$ cat src/rtl/mio_fabric.sv
// CPU-side memory fabric: address decode to external slaves plus an internal
// register block holding scratch registers, a periodic timer, a keyboard FIFO and error capture.
module mio_fabric #(
  parameter int                 N_SLV          = 4,
  parameter logic [32*N_SLV-1:0] SLV_BASE      = {N_SLV{32'h0}},
  parameter logic [32*N_SLV-1:0] SLV_MASK      = {N_SLV{32'h0}},
  parameter logic [31:0]        REG_BASE       = 32'h0000_1000,
  parameter int                 N_SCR          = 4,
  parameter int                 KF_DEPTH       = 8,
  parameter logic [31:0]        TMR_RST_PERIOD = 32'd100000
) (
  input  logic                 clk,
  input  logic                 rst,
  input  logic [31:0]          mem_a,
  input  logic [31:0]          d_t_mem,
  input  logic                 wmem,
  input  logic                 rmem,
  output logic [31:0]          d_f_mem,
  output logic [31:0]          slv_a,
  output logic [31:0]          slv_d,
  output logic [N_SLV-1:0]     slv_we,
  output logic [N_SLV-1:0]     slv_re,
  input  logic [32*N_SLV-1:0]  slv_rd,
  input  logic                 key_valid,
  input  logic [7:0]           key_data,
  output logic                 key_ready,
  output logic                 tick_irq,
  output logic                 bus_err
);

  localparam int PW = $clog2(KF_DEPTH);
  localparam int CW = PW + 1;

  // ---------------------------------------------------------------- decode
  logic             reg_hit;
  logic [N_SLV-1:0] hit;
  logic [N_SLV-1:0] win;
  logic             miss;
  logic [3:0]       word;

  assign word = mem_a[5:2];

  always_comb begin
    logic found;
    found   = 1'b0;
    reg_hit = (mem_a[31:6] == REG_BASE[31:6]);
    hit     = '0;
    win     = '0;
    for (int i = 0; i < N_SLV; i++) begin
      hit[i] = ((mem_a & SLV_MASK[32*i +: 32]) == (SLV_BASE[32*i +: 32] & SLV_MASK[32*i +: 32]));
      win[i] = hit[i] & ~found & ~reg_hit;
      found  = found | hit[i];
    end
  end

  assign miss   = ~reg_hit & ~(|hit);
  assign slv_a  = mem_a;
  assign slv_d  = d_t_mem;
  assign slv_we = {N_SLV{wmem}} & win;
  assign slv_re = {N_SLV{rmem}} & win;

  // Simultaneous wmem/rmem counts as a write, so reads are gated by ~wmem.
  logic reg_wr;
  logic kd_rd;
  logic wr_period;
  logic wr_ctrl;
  logic w1c_tick;
  logic w1c_ovf;
  logic w1c_err;

  assign reg_wr    = wmem & reg_hit;
  assign kd_rd     = rmem & ~wmem & reg_hit & (word == 4'hC);
  assign wr_period = reg_wr & (word == 4'h9);
  assign wr_ctrl   = reg_wr & (word == 4'hA);
  assign w1c_tick  = reg_wr & (word == 4'hB) & d_t_mem[0];
  assign w1c_ovf   = reg_wr & (word == 4'hD) & d_t_mem[0];
  assign w1c_err   = reg_wr & (word == 4'hF) & d_t_mem[0];

  // ---------------------------------------------------------------- scratch
  logic [31:0] scr_q [N_SCR];

  always_ff @(posedge clk or posedge rst) begin
    if (rst) begin
      for (int k = 0; k < N_SCR; k++) scr_q[k] <= '0;
    end else begin
      for (int k = 0; k < N_SCR; k++) begin
        if (reg_wr && (word == 4'(k))) scr_q[k] <= d_t_mem;
      end
    end
  end

  // ---------------------------------------------------------------- timer
  logic [31:0] cnt_q, cnt_d;
  logic [31:0] period_q;
  logic [1:0]  ctrl_q;
  logic        tick_q, tick_d;
  logic        tick_set;

  always_comb begin
    cnt_d    = cnt_q;
    tick_set = 1'b0;
    if (wr_period) begin
      cnt_d = '0;
    end else if (period_q == '0) begin
      cnt_d = '0;
    end else if (ctrl_q[0]) begin
      if (cnt_q == period_q) begin
        cnt_d    = '0;
        tick_set = 1'b1;
      end else begin
        cnt_d = cnt_q + 32'd1;
      end
    end
    tick_d = tick_set | (tick_q & ~w1c_tick);
  end

  always_ff @(posedge clk or posedge rst) begin
    if (rst) begin
      cnt_q    <= '0;
      period_q <= TMR_RST_PERIOD;
      ctrl_q   <= 2'b01;
      tick_q   <= 1'b0;
    end else begin
      cnt_q  <= cnt_d;
      tick_q <= tick_d;
      if (wr_period) period_q <= d_t_mem;
      if (wr_ctrl)   ctrl_q   <= d_t_mem[1:0];
    end
  end

  assign tick_irq = tick_q & ctrl_q[1];

  // ---------------------------------------------------------------- keyboard FIFO
  logic [7:0]    kf_mem [KF_DEPTH];
  logic [PW-1:0] rptr_q, wptr_q;
  logic [CW-1:0] kcnt_q, kcnt_d;
  logic          ovf_q, ovf_d;
  logic          kd_rd_q;
  logic          full, nonempty, push, pop, ovf_set;
  logic [7:0]    head;

  assign full     = (kcnt_q == CW'(KF_DEPTH));
  assign nonempty = (kcnt_q != '0);
  // Pop only on the first cycle of a KDATA read so a stretched access consumes one byte.
  assign pop      = kd_rd & ~kd_rd_q & nonempty;
  assign push     = key_valid & (~full | pop);
  assign ovf_set  = key_valid & full & ~pop;
  assign head     = nonempty ? kf_mem[rptr_q] : 8'h00;

  always_comb begin
    kcnt_d = kcnt_q;
    case ({push, pop})
      2'b10:   kcnt_d = kcnt_q + CW'(1);
      2'b01:   kcnt_d = kcnt_q - CW'(1);
      default: kcnt_d = kcnt_q;
    endcase
    ovf_d = ovf_set | (ovf_q & ~w1c_ovf);
  end

  always_ff @(posedge clk) begin
    if (push) kf_mem[wptr_q] <= key_data;
  end

  always_ff @(posedge clk or posedge rst) begin
    if (rst) begin
      rptr_q  <= '0;
      wptr_q  <= '0;
      kcnt_q  <= '0;
      ovf_q   <= 1'b0;
      kd_rd_q <= 1'b0;
    end else begin
      kcnt_q  <= kcnt_d;
      ovf_q   <= ovf_d;
      kd_rd_q <= kd_rd;
      if (push) wptr_q <= wptr_q + PW'(1);
      if (pop)  rptr_q <= rptr_q + PW'(1);
    end
  end

  assign key_ready = ~full;

  // ---------------------------------------------------------------- bus error
  logic        err_q, err_d;
  logic [31:0] eaddr_q;
  logic        err_set;

  assign err_set = (wmem | rmem) & miss;
  assign err_d   = err_set | (err_q & ~w1c_err);

  always_ff @(posedge clk or posedge rst) begin
    if (rst) begin
      err_q   <= 1'b0;
      eaddr_q <= '0;
    end else begin
      err_q <= err_d;
      if (err_set && !err_q) eaddr_q <= mem_a;
    end
  end

  assign bus_err = err_q;

  // ---------------------------------------------------------------- read data
  logic [31:0] reg_rdata;

  always_comb begin
    reg_rdata = '0;
    for (int k = 0; k < N_SCR; k++) begin
      if (word == 4'(k)) reg_rdata = scr_q[k];
    end
    case (word)
      4'h8:    reg_rdata = cnt_q;
      4'h9:    reg_rdata = period_q;
      4'hA:    reg_rdata = {30'h0, ctrl_q};
      4'hB:    reg_rdata = {31'h0, tick_q};
      4'hC:    reg_rdata = {23'h0, nonempty, head};
      4'hD:    reg_rdata = {16'h0, 8'(kcnt_q), 6'h0, full, ovf_q};
      4'hE:    reg_rdata = eaddr_q;
      4'hF:    reg_rdata = {31'h0, err_q};
      default: ;
    endcase
  end

  always_comb begin
    d_f_mem = '0;
    if (reg_hit) begin
      d_f_mem = reg_rdata;
    end else begin
      for (int i = 0; i < N_SLV; i++) begin
        if (win[i]) d_f_mem = slv_rd[32*i +: 32];
      end
    end
  end

endmodule
$ cat config.mk
export PLATFORM = sky130hd
export DESIGN_NAME = mio_fabric
export DESIGN_NICKNAME = d
export VERILOG_FILES = /design/src/rtl/mio_fabric.sv
export SDC_FILE = /design/constraint.sdc
export NUM_CORES = 1
export LEC_CHECK = 0
export ABC_AREA = 1
export CAP_MARGIN = 20
export CORE_UTILIZATION = 38
export CTS_BUF_LIST = sky130_fd_sc_hd__clkbuf_2
export CTS_CLUSTER_DIAMETER = 60
export CTS_CLUSTER_SIZE = 8
export DETAILED_ROUTE_END_ITERATION = 8
export PLACE_DENSITY = 0.65
export SLEW_MARGIN = 30
export SYNTH_ARGS = -nofsm -noshare
export SYNTH_HDL_FRONTEND = slang
export SYNTH_SLANG_ARGS = --single-unit
$ cat constraint.sdc
create_clock -name clk -period 7 [get_ports clk]
set_input_delay 1.05 -clock clk [delete_from_list [all_inputs] [get_ports clk]]
set_output_delay 1.05 -clock clk [all_outputs]
set_load 0.02 [all_outputs]
# After elaboration in Yosys (flattened, before gate mapping)
# Memories as Yosys holds them, arrays and structs flattened.
# Cells that the tools add are included.
# totals
output_inout_bits,107
memories,1
reg_bits,208
in_bits,205
elab_cells,97
mem_bits_rw,64
# classes
n_addsub,5
n_reduce_logical,9
bitwise_logic,34
muxes,18
n_eq_ne,16
# memory_table
memory,words,word_bits,read_ports,rd_clocked_by_memory_dff,wr,line,source
kf_mem,8,8,1,0,1,134,logic [7:0] kf_mem [KF_DEPTH];
# ops
cell,count
$mux 32,9
$pmux 32 s8,1
$eq 4x4->1 const B,9
$add 32x1->32 const B,1
$eq 32x32->1,1
$logic_not 32->1,1
$eq 26x7->1 const B,1
$and 1x1->1,21
$and 4x1->4,2
$eq 4x2->1 const B,2
$mux 8,1
$not 1->1,8
$pmux 4 s2,1
$add 3x1->3 const B,2
$mux 1,6
$add 4x1->4 const B,1
$eq 4x1->1 const B,1
$logic_and 1x1->1,4
$logic_not 4->1,1
$reduce_bool 4->1,1
$sub 4x1->4 const B,1
$or 1x1->1,3
$reduce_bool 3->1,1
$eq 2x1->1 const B,1
other kinds (2),2

# Depth between registers and ports, before layout
# Gate-level depths: netlist of the first run.
# logic_depth
ltp_word,10
ltp_mapped,15
mapped_depth_nobuf,15

# Worst setup path after synthesis of the first run
# Ideal clock, no wire load.
# synth_timing
kind,input to output
from,input mem_a[5]
to,output d_f_mem[8]
arrival_time_ns,2.593
required_ns,5.950
path_slack_ns,3.357
path_stages,9
n_path_buf,1
cell_sequence,nor2_2 > inv_1 > nor2_2 > inv_1 > clkbuf_1 > nand4_1 > o21ai_0 > o211a_1 > o21ai_0
# synth_via
elab_chain_cells,7
word_cells_on_any_way,18
classes_between,11 x eq/ne; 6 x mux; 1 x reduce/logical
# synth_lines
item,line,source
from (decl),14,"input logic [31:0] mem_a,"
$logic_not 4->1,208,if (word == 4'(k)) reg_rdata = scr_q[k];
$mux 32 (4 in series),208,
$pmux 32 s8 *,210,case (word)
$mux 32 *,225,if (reg_hit) begin
to (decl),18,"output logic [31:0] d_f_mem,"
# Mark *: on every way between the ends. The rest lies on a longest branch, timed or not.

# Final worst setup path of the first run
# layout_timing
from,input mem_a[4]
to,output d_f_mem[10]
# The elaborated chain is that of the path after synthesis.

==> results.txt, run 1 <==
- Power spread over the standard cell area amounts to about 180 mW/mm^2.
* Synthesized area per cell: 8.42 um^2
- Status: completed
* Via-to-Cell Ratio: about 5.4
- Clk sinks: 272
- OpenSTA, run right after detailed placement, puts the worst setup slack at ~1.6 ns.
* Switching Share: 0.292
- Clock-pin slew reported for the worst setup and hold paths after clock tree synthesis: ~0.15 ns
- The initial utilization of the core area, before any placement, comes to 0.387.
- Leaving out fill and tap cells, the most frequent cell in the layout is sky130_fd_sc_hd__nand2_1.
- At the worst endpoint, the arrival time is 4.41 ns.
* Total routing usage reported by global routing: 0.232
* Part of the power in registers: 0.587
- Counting the fill cells in the layout gives around 3,700.
- Setup slack after layout: 1.54 ns
- Hpwl dp: 30.8 mm
* Crit-path max cell delay: 0.79 ns
* Non-filler cells in the finished layout: 2,306
- The final max-slew violation count came to 0.
- In this run the remaining antenna-violating nets after routing total 0.
- For the worst flop-to-flop path, the logic depth is 9.
- After global routing the overflow that remains totals 0.
- End point of the most critical hold path: scr_q[105]
- Leading cell types in the layout, fill and taps excluded: sky130_fd_sc_hd__nand2_1, sky130_fd_sc_hd__clkdlybuf4s50_1, sky130_fd_sc_hd__dfrtp_1
* Yosys warns: 0
- The share of total power dissipated in the clock network is 0.267.
* Setup-failing EPs final: 0
- After synthesis, the share of flip-flops with an asynchronous set or reset is 0.765.
- In this run the number of H-tree levels came out at 2.
- The startpoint identified for the worst hold timing path is scr_q[105].
- Number of buffers added by the clock tree synthesis step: 40
- The tree is rooted in a sky130_fd_sc_hd__clkbuf_2.
- Die Footprint: 0.0383 mm^2
- The tool flagged a number of max-cap violations equal to 0.
- For this run, the register share of the synthesized area comes to 0.501.
- The worst hold path passes through 2 cells.
* Internal power: ~2100 uW
- In this run the vertical extent of the chip is ~200 um.
* DR vias: 12,536
- Total of buffers placed on input and output ports: a little over 200
* RSZ-0062 raised after global routing: no
- In this run, the number of DRC markers left after iteration 0 of detailed routing was 1,007.
* Final wirelength: 44.0 mm
- Nature of the critical path startpoint: input port
* Post-CTS Resized: 0
* Static Leak: 0.00714 uW
- From synthesis to final layout, the design area changed by 16.1%.
- Family with the most delay on the worst path: buffers and inverters
- Placeable core region: between 0.03 and 0.04 mm^2
- Across all hold checks on the routed design, the worst slack comes to between 0.5 and 0.6 ns.
- Counting along the longest clock path gives a buffer depth of 3.
* Pin count of the biggest net entering global routing: 90
- CP Class: input port to output port
- The critical path contains buffers and inverters numbering 5 combined.
- The net count of the finished layout is about 2,000.
* Post-CTS Setup Inserts: 0
- Data required time of the critical path: about 6.0 ns
* Crit-path max FO: 17
- Number of search-and-repair iterations in the first detailed-routing pass: 6
- Number of cells produced by synthesis: 1,692
- Class of the most critical hold timing path: register to register
- Counting distinct cell types in the post-synthesis netlist gives 57.
- Placer congestion estimate: 0.964
- Hold violation total from the final report: 0
- Global-route wire length before repair: 69.0 mm
* Share of post-route cells with drive strength above 1: 0.0708
- For this design, the slowest cell found on the critical path is sky130_fd_sc_hd__a2111oi_1.
- STA classifies the critical path endpoint as an output port.
- The via count of the first global-routing pass was 12,297.
- FF-to-FF setup slack: 3.78 ns
- Count of flip-flops with a built-in enable after synthesis: 64
- Cell-by-cell trace of the critical path: clkdlybuf4s50_1, nor2_2, buf_4, inv_1, nor2_2, inv_1, nor2_1, a2111oi_1, o21ai_0, clkdlybuf4s50_1
- Netlist area before placement: approximately 0.014 mm^2
- CTS tree: built
- Post-route DRC: 0
* Flop and latch count out of synthesis: between 200 and 300
* Post-CTS Hold Buffers: 0
* Critical register-to-register path startpoint: period_q[16]
* Actual slew at the worst max-slew pin: just over 0.9 ns
* Post-synth top flop: sky130_fd_sc_hd__dfrtp_1
- For this design the top-level I/O count stands at about 310.
- Row generation in the floorplan step produced 70 rows.
- Aggregate negative setup slack: 0 ns
* Die width: between 150 and 200 um
- Worst slew margin: 0.392
- Max Clock Skew: 0.0604 ns
- Part of the power in combinational logic: 0.146
* Worst reg2reg endpoint: cnt_q[24]
* Peak clock frequency supported by timing: 0.183 GHz
- For the worst-skew pair, the clock arrives at the later sink with an insertion delay of 0.82 ns.
- The worst path needs 5.46 ns of the cycle, external delays included.
- Across the VDD grid, the largest voltage drop is about 0.089 mV.
- In this run, placement finished with an instance count of 2,238.
- The analysis attributes to net switching a power of between 800 and 900 uW.
- The number of antenna violations at the first check in global routing is 1.
* Fin crit share: 0.779
- In the final routed layout, each cell accounts on average for 19.1 um.
-- layout make-up --
cell class / count / area (um^2) / area share
antenna: 1 / 2.50 / 0.000151
tap: 468 / 586 / 0.0354
multi-input combinational: 1121 / 5710 / 0.345
sequential: 272 / 7140 / 0.431
clock inverter: 4 / 16.3 / 0.000983
clock buffer: 63 / 315 / 0.0191
inverter: 152 / 581 / 0.0351
timing repair buffer: 225 / 2210 / 0.133
-- registers in the layout (all words and copies together) (netlist names) --
register,cells
scr_q,128
kf_mem,64
cnt_q,32
period_q,32
kcnt_q,4
rptr_q,3
wptr_q,3
ctrl_q,2
bus_err,1
kd_rd_q,1
ovf_q,1
tick_q,1
-- synth_stat cells (3+ instances only) --
cell | number | area, um^2
sky130_fd_sc_hd__dfstp_2 | 7 | 184
sky130_fd_sc_hd__buf_2 | 8 | 40.0
sky130_fd_sc_hd__o21ai_0 | 179 | 896
sky130_fd_sc_hd__nand3_1 | 52 | 260
sky130_fd_sc_hd__nand2_2 | 8 | 50.1
sky130_fd_sc_hd__a21oi_1 | 53 | 265
sky130_fd_sc_hd__o211ai_1 | 7 | 52.6
sky130_fd_sc_hd__xnor2_1 | 19 | 166
sky130_fd_sc_hd__o32ai_1 | 3 | 26.3
sky130_fd_sc_hd__dfrtp_1 | 201 | 5030
sky130_fd_sc_hd__nand4_1 | 49 | 307
sky130_fd_sc_hd__o21ai_1 | 41 | 205
sky130_fd_sc_hd__xor2_1 | 17 | 149
sky130_fd_sc_hd__nor4_1 | 18 | 113
sky130_fd_sc_hd__edfxtp_1 | 64 | 1920
sky130_fd_sc_hd__a2111oi_0 | 5 | 43.8
sky130_fd_sc_hd__nand2_1 | 381 | 1430
sky130_fd_sc_hd__a211oi_1 | 6 | 45.0
sky130_fd_sc_hd__nor3_1 | 15 | 75.1
sky130_fd_sc_hd__nor2_2 | 7 | 43.8
sky130_fd_sc_hd__mux2i_1 | 8 | 80.1
sky130_fd_sc_hd__o22ai_1 | 11 | 68.8
sky130_fd_sc_hd__o2111a_1 | 15 | 169
sky130_fd_sc_hd__ha_1 | 4 | 50.1
sky130_fd_sc_hd__a32o_1 | 17 | 170
sky130_fd_sc_hd__buf_4 | 72 | 541
sky130_fd_sc_hd__nor2_1 | 151 | 567
sky130_fd_sc_hd__buf_1 | 7 | 26.3
sky130_fd_sc_hd__and3_1 | 6 | 37.5
sky130_fd_sc_hd__clkbuf_1 | 63 | 236
sky130_fd_sc_hd__nor2_4 | 4 | 45.0
sky130_fd_sc_hd__inv_2 | 5 | 18.8
sky130_fd_sc_hd__o221ai_1 | 10 | 87.6
sky130_fd_sc_hd__inv_1 | 145 | 544
-- cell families after synthesis --
group | synth area share
compound gates | 0.151
xor+xnor | 0.0221
fa+ha+maj | 0.00351
buf+inv | 0.101
flops | 0.501
mux | 0.00641
other cells | 0.000263
simple gates | 0.215
-- worst max path at each step --
stage                  start          end  slack [ns]  cells after the start
CTS                 mem_a[4]  d_f_mem[10]        1.55                     10
global placement    mem_a[4]  d_f_mem[10]        1.40                     10
detailed placement  mem_a[4]  d_f_mem[10]        1.56                     10
floorplan                rst      bus_err        0.28                      1
global route        mem_a[2]   d_f_mem[1]        1.45                     12
finish              mem_a[4]  d_f_mem[10]        1.54                     10
-- per-layer routing --
metal / global-route usage / vias to the layer above / part of all wire
met5: 0 / - / 0
li1: - / 5882 / -
met4: 0.0564 / 0 / 0.018
met3: 0.0406 / 60 / 0.072
met1: 0.316 / 6058 / 0.45
met2: 0.384 / 536 / 0.46
-- power groups by stage --
stage | registers, uW | clock network, uW | logic (uW)
after global routing | 1740 | 883 | 477
after CTS | 1740 | 820 | 438
after global placement | 1760 | 0 | 428
after floorplan | 1750 | 0 | 252
final | 1740 | 790 | 433
after detailed placement | 1770 | 0 | 435
-- tightest hold or removal path, stage by stage (launching register included) --
cell                      delay [ns]
sky130_fd_sc_hd__dfrtp_1        0.37
sky130_fd_sc_hd__nand2_1        0.05
sky130_fd_sc_hd__o21ai_0        0.06
-- through the flow --
stage | util | area (um^2) | power, uW
3_5_place_dp | 0.441 | 16200 | 2200
3_3_place_gp | 0.441 | 16200 | 2190
2_1_floorplan | - | 14300 | 2000
6_report | 0.450 | 16500 | 2960
5_1_grt | 0.450 | 16500 | 3100
4_1_cts | 0.450 | 16500 | 2990
No activity file was read; power rests on OpenSTA's default activity.
==> inputs of run 2 (changes only) <==
- PLACE_DENSITY: 0.65 -> default
- clock period: 7 -> 5.6 ns (I/O delays scaled with it)
==> run 2 against run 1 <==
Against the previous run:
- final area grew 0.77%
- global-route usage grew 0.17 points
- cell count grew 0.65%
- via count shrank 0.46%
- largest cell class unchanged
- largest power group unchanged
==> results.txt, run 2 (synthesis results as in run 1) <==
* Status: completed (unchanged)
* CP Data Arrival Time: 4.04 ns (was 4.41 ns)
- Of the available clock period, the critical path in the final layout requires 0.872.
- The number of nets at the end of the flow is 2,029 (was 2,021).
- The worst flop-to-flop path startpoint is period_q[19] (was period_q[16]).
- Number of buffers on the longest clock path: 3 (unchanged)
- Count of buffer and inverter cells on the critical path: 5 (unchanged)
* Share of post-route cells with drive strength above 1: 0.0783 (was 0.0708)
- The mean routed wirelength per cell came to 19.2 um (was 19.1 um).
- The number of violations of the max-capacitance limit is 0 (unchanged).
* Instance area after placement: 0.0163 mm^2 (was 0.0162 mm^2)
- The register-to-register setup slack is 2.52 ns (was 3.78 ns).
- The start-to-end type of the worst setup path was input port to output port (unchanged).
* Worst slew margin: 0.360 (was 0.392)
- The row count was 70 (unchanged).
- Placer congestion estimate: 0.982 (was 0.964)
- Number of search-and-repair iterations in the first detailed-routing pass: 7 (was 6)
- Total of buffers placed on input and output ports: 205 (unchanged)
- Number of logic stages on the critical path including buffering: 11 (was 10)
- Worst setup endpoint: d_f_mem[26] (was d_f_mem[10])
* RSZ-0062 raised after global routing: no (unchanged)
- The number of violations reported at the end of detailed-routing iteration 0 came to 913 (was 1,007).
* Peak clock frequency supported by timing: around 0.2 GHz
- The endpoint of the worst-slack reg-to-reg timing path is cnt_q[14] (was cnt_q[24]).
- The number of CTS-inserted buffers was 40 (unchanged).
- The worst stage delay on the critical path came to 0.69 ns (was 0.79 ns).
- The transition time at the pin with the least slew margin came to 0.957 ns (was 0.906 ns).
* Power density over the cells: 228 mW/mm^2 (was 179 mW/mm^2)
- The path class of the lowest-slack min-delay path is input port to asynchronous set/reset pin (was register to register).
- Post-route DRC: 0 (unchanged)
- Slowest CP cell: sky130_fd_sc_hd__clkdlybuf4s50_1 (was sky130_fd_sc_hd__a2111oi_1)
- The core outline area is 0.0368 mm^2 (unchanged).
- The via count was 12,478 (was 12,536).
- The post-DP HPWL was 31.6 mm (was 30.8 mm).
* Fin Hold WS: 0.269 ns (was 0.504 ns)
* Top-level I/O count: 312 (unchanged)
* Leading cell type in the layout, fill and taps excluded: sky130_fd_sc_hd__nand2_1 (unchanged)
- The largest net degree at the start of global routing was 127 (was 90).
- Global-route wire length before repair: 68.9 mm (was 69.0 mm)
- The number of nets with antenna violations after detailed routing is 0 (unchanged).
- Data required time of the critical path: 4.76 ns (was 5.95 ns)
* Die Footprint: 0.0383 mm^2 (unchanged)
* Die width: 196 um (unchanged)
- The sum of internal, switching and leakage power is 3800 uW (was 2960 uW).
* Flip-flop count of the largest register, all copies and words added: 128 (unchanged)
* Reg area: 0.00714 mm^2 (unchanged)
* Cell depth of the worst flop-to-flop path: 9 (unchanged)
* Worst IR drop on VDD: 0.119 mV (was 0.0889 mV)
- The count of final hold-check violations was 0 (unchanged).
* Number of slew-limit violations in the final report: 0 (unchanged)
* Post-CTS Resized: 0 (unchanged)
* Initial core utilization: 0.387 (unchanged)
* Leading cell types in the layout, fill and taps excluded: sky130_fd_sc_hd__nand2_1, sky130_fd_sc_hd__clkdlybuf4s50_1, sky130_fd_sc_hd__dfrtp_1 (unchanged)
- Number of antenna violations at the first check in global routing: 2 (was 1)
- The endpoint kind of the worst setup timing path is an output port (unchanged).
- The synthesis-to-finish area growth was 17.0% (was 16.1%).
* Global route total overflow: 0 (unchanged)
* Number of global-route vias before repair: 12,003 (was 12,297)
- The worst path in the final design needs a cycle of 4.88 ns, including I/O delays and setup.
* Height of the die: 196 um (unchanged)
- The clock insertion delay at the later pin of the skew report is 0.82 ns (about the same).
* CTS tree: built (unchanged)
- The number of vias per cell came to 5.38 (was 5.44).
* Final wirelength: 44.7 mm (was 44.0 mm)
- The all-layer global routing usage was 0.234 (was 0.232).
* Nature of the critical path startpoint: input port (unchanged)
- Cell-by-cell trace of the critical path: clkdlybuf4s50_1, inv_1, nor2_1, inv_1, nor2_2, buf_4, a32o_1, a21oi_1, o2111a_1, o21ai_0, clkdlybuf4s50_1 (was clkdlybuf4s50_1, nor2_2, buf_4, inv_1, nor2_2, inv_1, nor2_1, a2111oi_1, o21ai_0, clkdlybuf4s50_1).
- Clock-pin slew reported for the worst setup and hold paths after clock tree synthesis: 0.18 ns (was 0.15 ns)
- Largest registers: scr_q x128, kf_mem x64 (unchanged).
- The setup skew after layout came to 0.0513 ns (was 0.0604 ns).
- The top fanout value on the critical path was 10 (was 17).
* Setup crit start: mem_a[2] (was mem_a[4])
* Area of the multi-input gates: 0.00571 mm^2 (about the same)
- # fillers: 3,678 (was 3,675)
- Setup-failing EPs final: 0 (unchanged)
- Root Driver: sky130_fd_sc_hd__clkbuf_2 (unchanged)
* Static Leak: 0.00722 uW (was 0.00714 uW)
- Post-CTS Hold Buffers: 0 (unchanged)
- The clock net sink count came to 272 (unchanged).
- Non-Filler Cell Area, Final: 0.0167 mm^2 (was 0.0165 mm^2)
- Post-CTS Setup Inserts: 0 (unchanged)
- Register with the most flip-flops: scr_q (unchanged)
- Family with the most delay on the worst path: buffers and inverters (unchanged)
- The total negative slack was 0 ns (unchanged).
- Htree depth: 2 (unchanged)
==> run 2: how the worst min path moves through the flow <==
stage,endpoint,slack (ns)
6_report,scr_q[83],0.27
3_3_place_gp,scr_q[44],0.46
4_1_cts,scr_q[83],0.23
2_1_floorplan,scr_q[8],0.45
5_1_grt,scr_q[115],0.23
3_5_place_dp,scr_q[48],0.47
==> run 2: routing by layer <==
metal | vias to the layer above | track usage | wire length (um)
met5 | - | 0 | 0
met4 | 0 | 0.0735 | 1220
met3 | 84 | 0.0500 | 3450
met2 | 517 | 0.377 | 20300
met1 | 5970 | 0.314 | 19700
li1 | 5907 | - | -
==> run 2: report_power, final <==
group          total (uW)  switching, uW  internal (uW)  leakage, uW
registers            2170           46.7           2120      0.00332
clock network        1090            720            366     0.000315
logic                 545            337            208      0.00358
total                3800           1100           2700      0.00722
==> run 2: per-stage QoR <==
step | instances | util | setup WS [ns]
floorplan | 1697 | - | 2.07
global placement | 2246 | 0.443 | 0.797
detailed placement | 2246 | 0.443 | 0.752
CTS | 2320 | 0.453 | 0.747
global route | 2321 | 0.453 | 0.616
finish | 2321 | 0.453 | 0.718
==> run 2: cell type report <==
cell class | count | share of cell area
flip-flops and latches | 272 | 0.428
multi-input cells | 1121 | 0.342
repair buffers | 233 | 0.137
well taps | 468 | 0.0351
inverters | 152 | 0.0346
clock buffers | 70 | 0.0210
clock inverters | 4 | 0.00248
diodes | 1 | 0.000150
==> inputs of run 3 (changes only) <==
- CAP_MARGIN: 20 -> default
- CELL_PAD_IN_SITES_DETAIL_PLACEMENT: default -> 1
- CELL_PAD_IN_SITES_GLOBAL_PLACEMENT: default -> 1
- PLACE_DENSITY_LB_ADDON: default -> 0.1
==> run 3 against run 2 <==
Against the previous run:
- final area up 0.22%
- die area unchanged
- clock skew up 0.078 ns
- routed wire length up 8.8%
- count of clock-buffer cells in the layout down 8
- fmax up 0.84%
- via count up 0.23%
- first-iteration DRC count down 17%
- combinational power up 2%
- sequential power about the same
- total power up 2.6%
- critical path depth down 2
- highest routed layer is now met5
==> results.txt, run 3 (synthesis results as in run 1) <==
* Nature of the critical path startpoint: input port (unchanged)
* Hold violation total from the final report: 0 (unchanged)
- The worst path buffer plus inverter count is 4 (was 5).
* Leading cell type in the layout, fill and taps excluded: sky130_fd_sc_hd__nand2_1 (unchanged)
- Data required time of the critical path: 4.76 ns (about the same)
* Number of antenna violations at the first check in global routing: 4 (was 2)
* Post-route DRC: 0 (unchanged)
* Class of the most critical hold timing path: input port to asynchronous set/reset pin (unchanged)
- The share of final-layout standard cells stronger than drive strength 1 was 0.0768 (was 0.0783).
* Total number of nets in the final design: 2,030 (was 2,029)
- Number of search-and-repair iterations in the first detailed-routing pass: 5 (was 7)
* Pre-CTS WS: 0.735 ns (was 0.752 ns)
* CTS tree: built (unchanged)
- The register with the most flip-flops is scr_q (unchanged).
* Pin count of the biggest net entering global routing: 105 (was 127)
- Cell-by-cell trace of the critical path: clkdlybuf4s50_1, nand2_1, nor2_2, buf_4, inv_1, nor2_1, a2111oi_0, o21ai_0, clkdlybuf4s50_1 (was clkdlybuf4s50_1, inv_1, nor2_1, inv_1, nor2_2, buf_4, a32o_1, a21oi_1, o2111a_1, o21ai_0, clkdlybuf4s50_1)
- Number of max-cap violations: 0 (unchanged)
- Status: completed (unchanged).
* Clk sinks: 272 (unchanged)
- The width of the chip was 196 um (unchanged).
- Post-route ant nets: 0 (unchanged)
* Number of buffers on the longest clock path: 3 (unchanged)
- Slowest CP cell: sky130_fd_sc_hd__a2111oi_0 (was sky130_fd_sc_hd__clkdlybuf4s50_1)
- Clock-pin slew reported for the worst setup and hold paths after clock tree synthesis: 0.18 ns (about the same)
* Actual slew at the worst max-slew pin: 0.924 ns (was 0.957 ns)
- The instance area at placement came to 0.0163 mm^2 (about the same).
- Final wirelength: 48.6 mm (was 44.7 mm)
* Global route total overflow: 0 (unchanged)
* Static Leak: 0.00720 uW (was 0.00722 uW)
- Worst IR drop on VDD: 0.133 mV (was 0.119 mV)
- The post-layout instance area is 0.0167 mm^2 (about the same).
- Final worst path period need: 4.84 ns (was 4.88 ns)
* Avg WL per Cell: 21.0 um (was 19.2 um)
* Post-CTS Setup Inserts: 0 (unchanged)
* FP Rows: 70 (unchanged)
* Later-pin clock latency in the skew report: 1.04 ns (was 0.82 ns)
- Htree depth: 2 (unchanged)
- Number of global-route vias before repair: 12,969 (was 12,003)
* Post-CTS Resized: 0 (unchanged)
- Post-CTS Hold Buffers: 0 (unchanged)
- Crit-path max FO: 11 (was 10)
- Die Footprint: 0.0383 mm^2 (unchanged)
* Initial core utilization: 0.387 (unchanged)
- The number of fill cells in the layout came to 4,400 (was 3,678).
- The worst stage delay on the critical path is 0.83 ns (was 0.69 ns).
- RSZ-0062 raised after global routing: no (unchanged).
- The wire length of the first global-routing pass is 75.5 mm (was 68.9 mm).
- Setup slack after layout: 0.758 ns (was 0.718 ns)
- The number of port buffers was 205 (unchanged).
* CP Class: input port to output port (unchanged)
- Aggregate negative setup slack: 0 ns (unchanged)
- Number of DRC violations after detailed-routing iteration 0: 761 (was 913)
* Flip-flop count of the largest register, all copies and words added: 128 (unchanged)
- DR vias: 12,507 (was 12,478)
* Worst slew margin: 0.368 (was 0.360)
- The power density over cell area came to 233 mW/mm^2 (was 228 mW/mm^2).
- Via-to-Cell Ratio: 5.39 (was 5.38)
* Placeable core region: 0.0368 mm^2 (unchanged)
- The post-DP HPWL is 34.8 mm (was 31.6 mm).
- In this design, the critical path's most frequently occurring cell is sky130_fd_sc_hd__clkdlybuf4s50_1.
* Root Driver: sky130_fd_sc_hd__clkbuf_2 (unchanged)
- The sum of internal, switching and leakage power is 3900 uW (was 3800 uW).
- Number of slew-limit violations in the final report: 0 (unchanged)
* Largest registers: scr_q x128, kf_mem x64 (unchanged)
* CP Data Arrival Time: 4.00 ns (was 4.04 ns)
* Peak clock frequency supported by timing: 0.207 GHz (was 0.205 GHz)
- The setup skew after layout came to 0.130 ns (was 0.0513 ns).
* Height of the die: 196 um (unchanged)
* Family with the most delay on the worst path: buffers and inverters (unchanged)
- The number of CTS-inserted buffers came to 42 (was 40).
- The endpoint kind of the worst setup timing path is an output port (unchanged).
- The count of endpoints failing setup in the final report came to 0 (unchanged).
- The routability-driven placement congestion ratio was 0.879 (was 0.982).
- The final clock period utilization by the worst path came to 0.865 (was 0.872).
- The I/O pin count was 312 (unchanged).
* Area Growth Syn to Fin: 17.3% (was 17.0%)
- Total routing usage reported by global routing: 0.259 (was 0.234)
- Leading cell types in the layout, fill and taps excluded: sky130_fd_sc_hd__nand2_1, sky130_fd_sc_hd__clkdlybuf4s50_1, sky130_fd_sc_hd__dfrtp_1 (unchanged).
## run 3: changes by cell type in the layout (fill, tap and decap cells not counted), moves of 2 or more
cell / delta
sky130_fd_sc_hd__clkbuf_2: -8
sky130_fd_sc_hd__clkinvlp_4: +3
sky130_fd_sc_hd__clkinv_2: +2
sky130_fd_sc_hd__diode_2: +2
sky130_fd_sc_hd__inv_2: -2
## run 3: through the flow
stage / instances / utilization / hold slack (ns)
final: 2319 / 0.454 / 0.276
after global routing: 2318 / 0.454 / 0.309
after CTS: 2316 / 0.454 / 0.263
after detailed placement: 2245 / 0.443 / 0.473
after global placement: 2245 / 0.443 / 0.463
after floorplan: 1697 / - / 0.448
## run 3: cell type report
class	count	area (um^2)	area share
antenna	3	7.51	0.000449
clock buffer	62	310	0.0186
clock inverter	9	105	0.00629
inverter	152	577	0.0345
multi-input combinational	1121	5710	0.342
sequential	272	7140	0.427
tap	468	586	0.0350
timing repair buffer	232	2280	0.136
## run 3: worst register-to-register path, delay by kind of cell, from the launching register on
family | cells | cell delay, ns
flops | 1 | 0.59
buf+inv | 1 | 0.29
compound gates | 1 | 0.22
simple gates | 6 | 2.12
## run 3: worst paths after layout
kind | startpoint | to | slack (ns) | depth (start not counted)
max | mem_a[3] | d_f_mem[21] | 0.76 | 9
min | rst | scr_q[110] | 0.28 | 3
max reg2reg | period_q[16] | cnt_q[12] | 2.27 | 8
min reg2reg | scr_q[8] | scr_q[8] | 0.50 | 2
max in group asynchronous | rst | kd_rd_q | 3.89 | 4
min in group clk | d_t_mem[20] | period_q[20] | 0.49 | 3
## run 3: per-layer routing
layer  vias up  share of wire  global-route usage
met5         -        0.00027                   0
met4         2          0.023              0.0738
met3        77          0.053              0.0490
met2       364           0.47               0.431
met1      6152           0.45               0.343
li1       5912              -                   -
## run 3: power by group
part / switching [uW] / total, uW / internal [uW] / leakage, uW
clock network: 780 / 1170 / 388 / 0.000300
logic: 348 / 557 / 209 / 0.00358
registers: 50.3 / 2170 / 2120 / 0.00332
total: 1180 / 3900 / 2720 / 0.00720
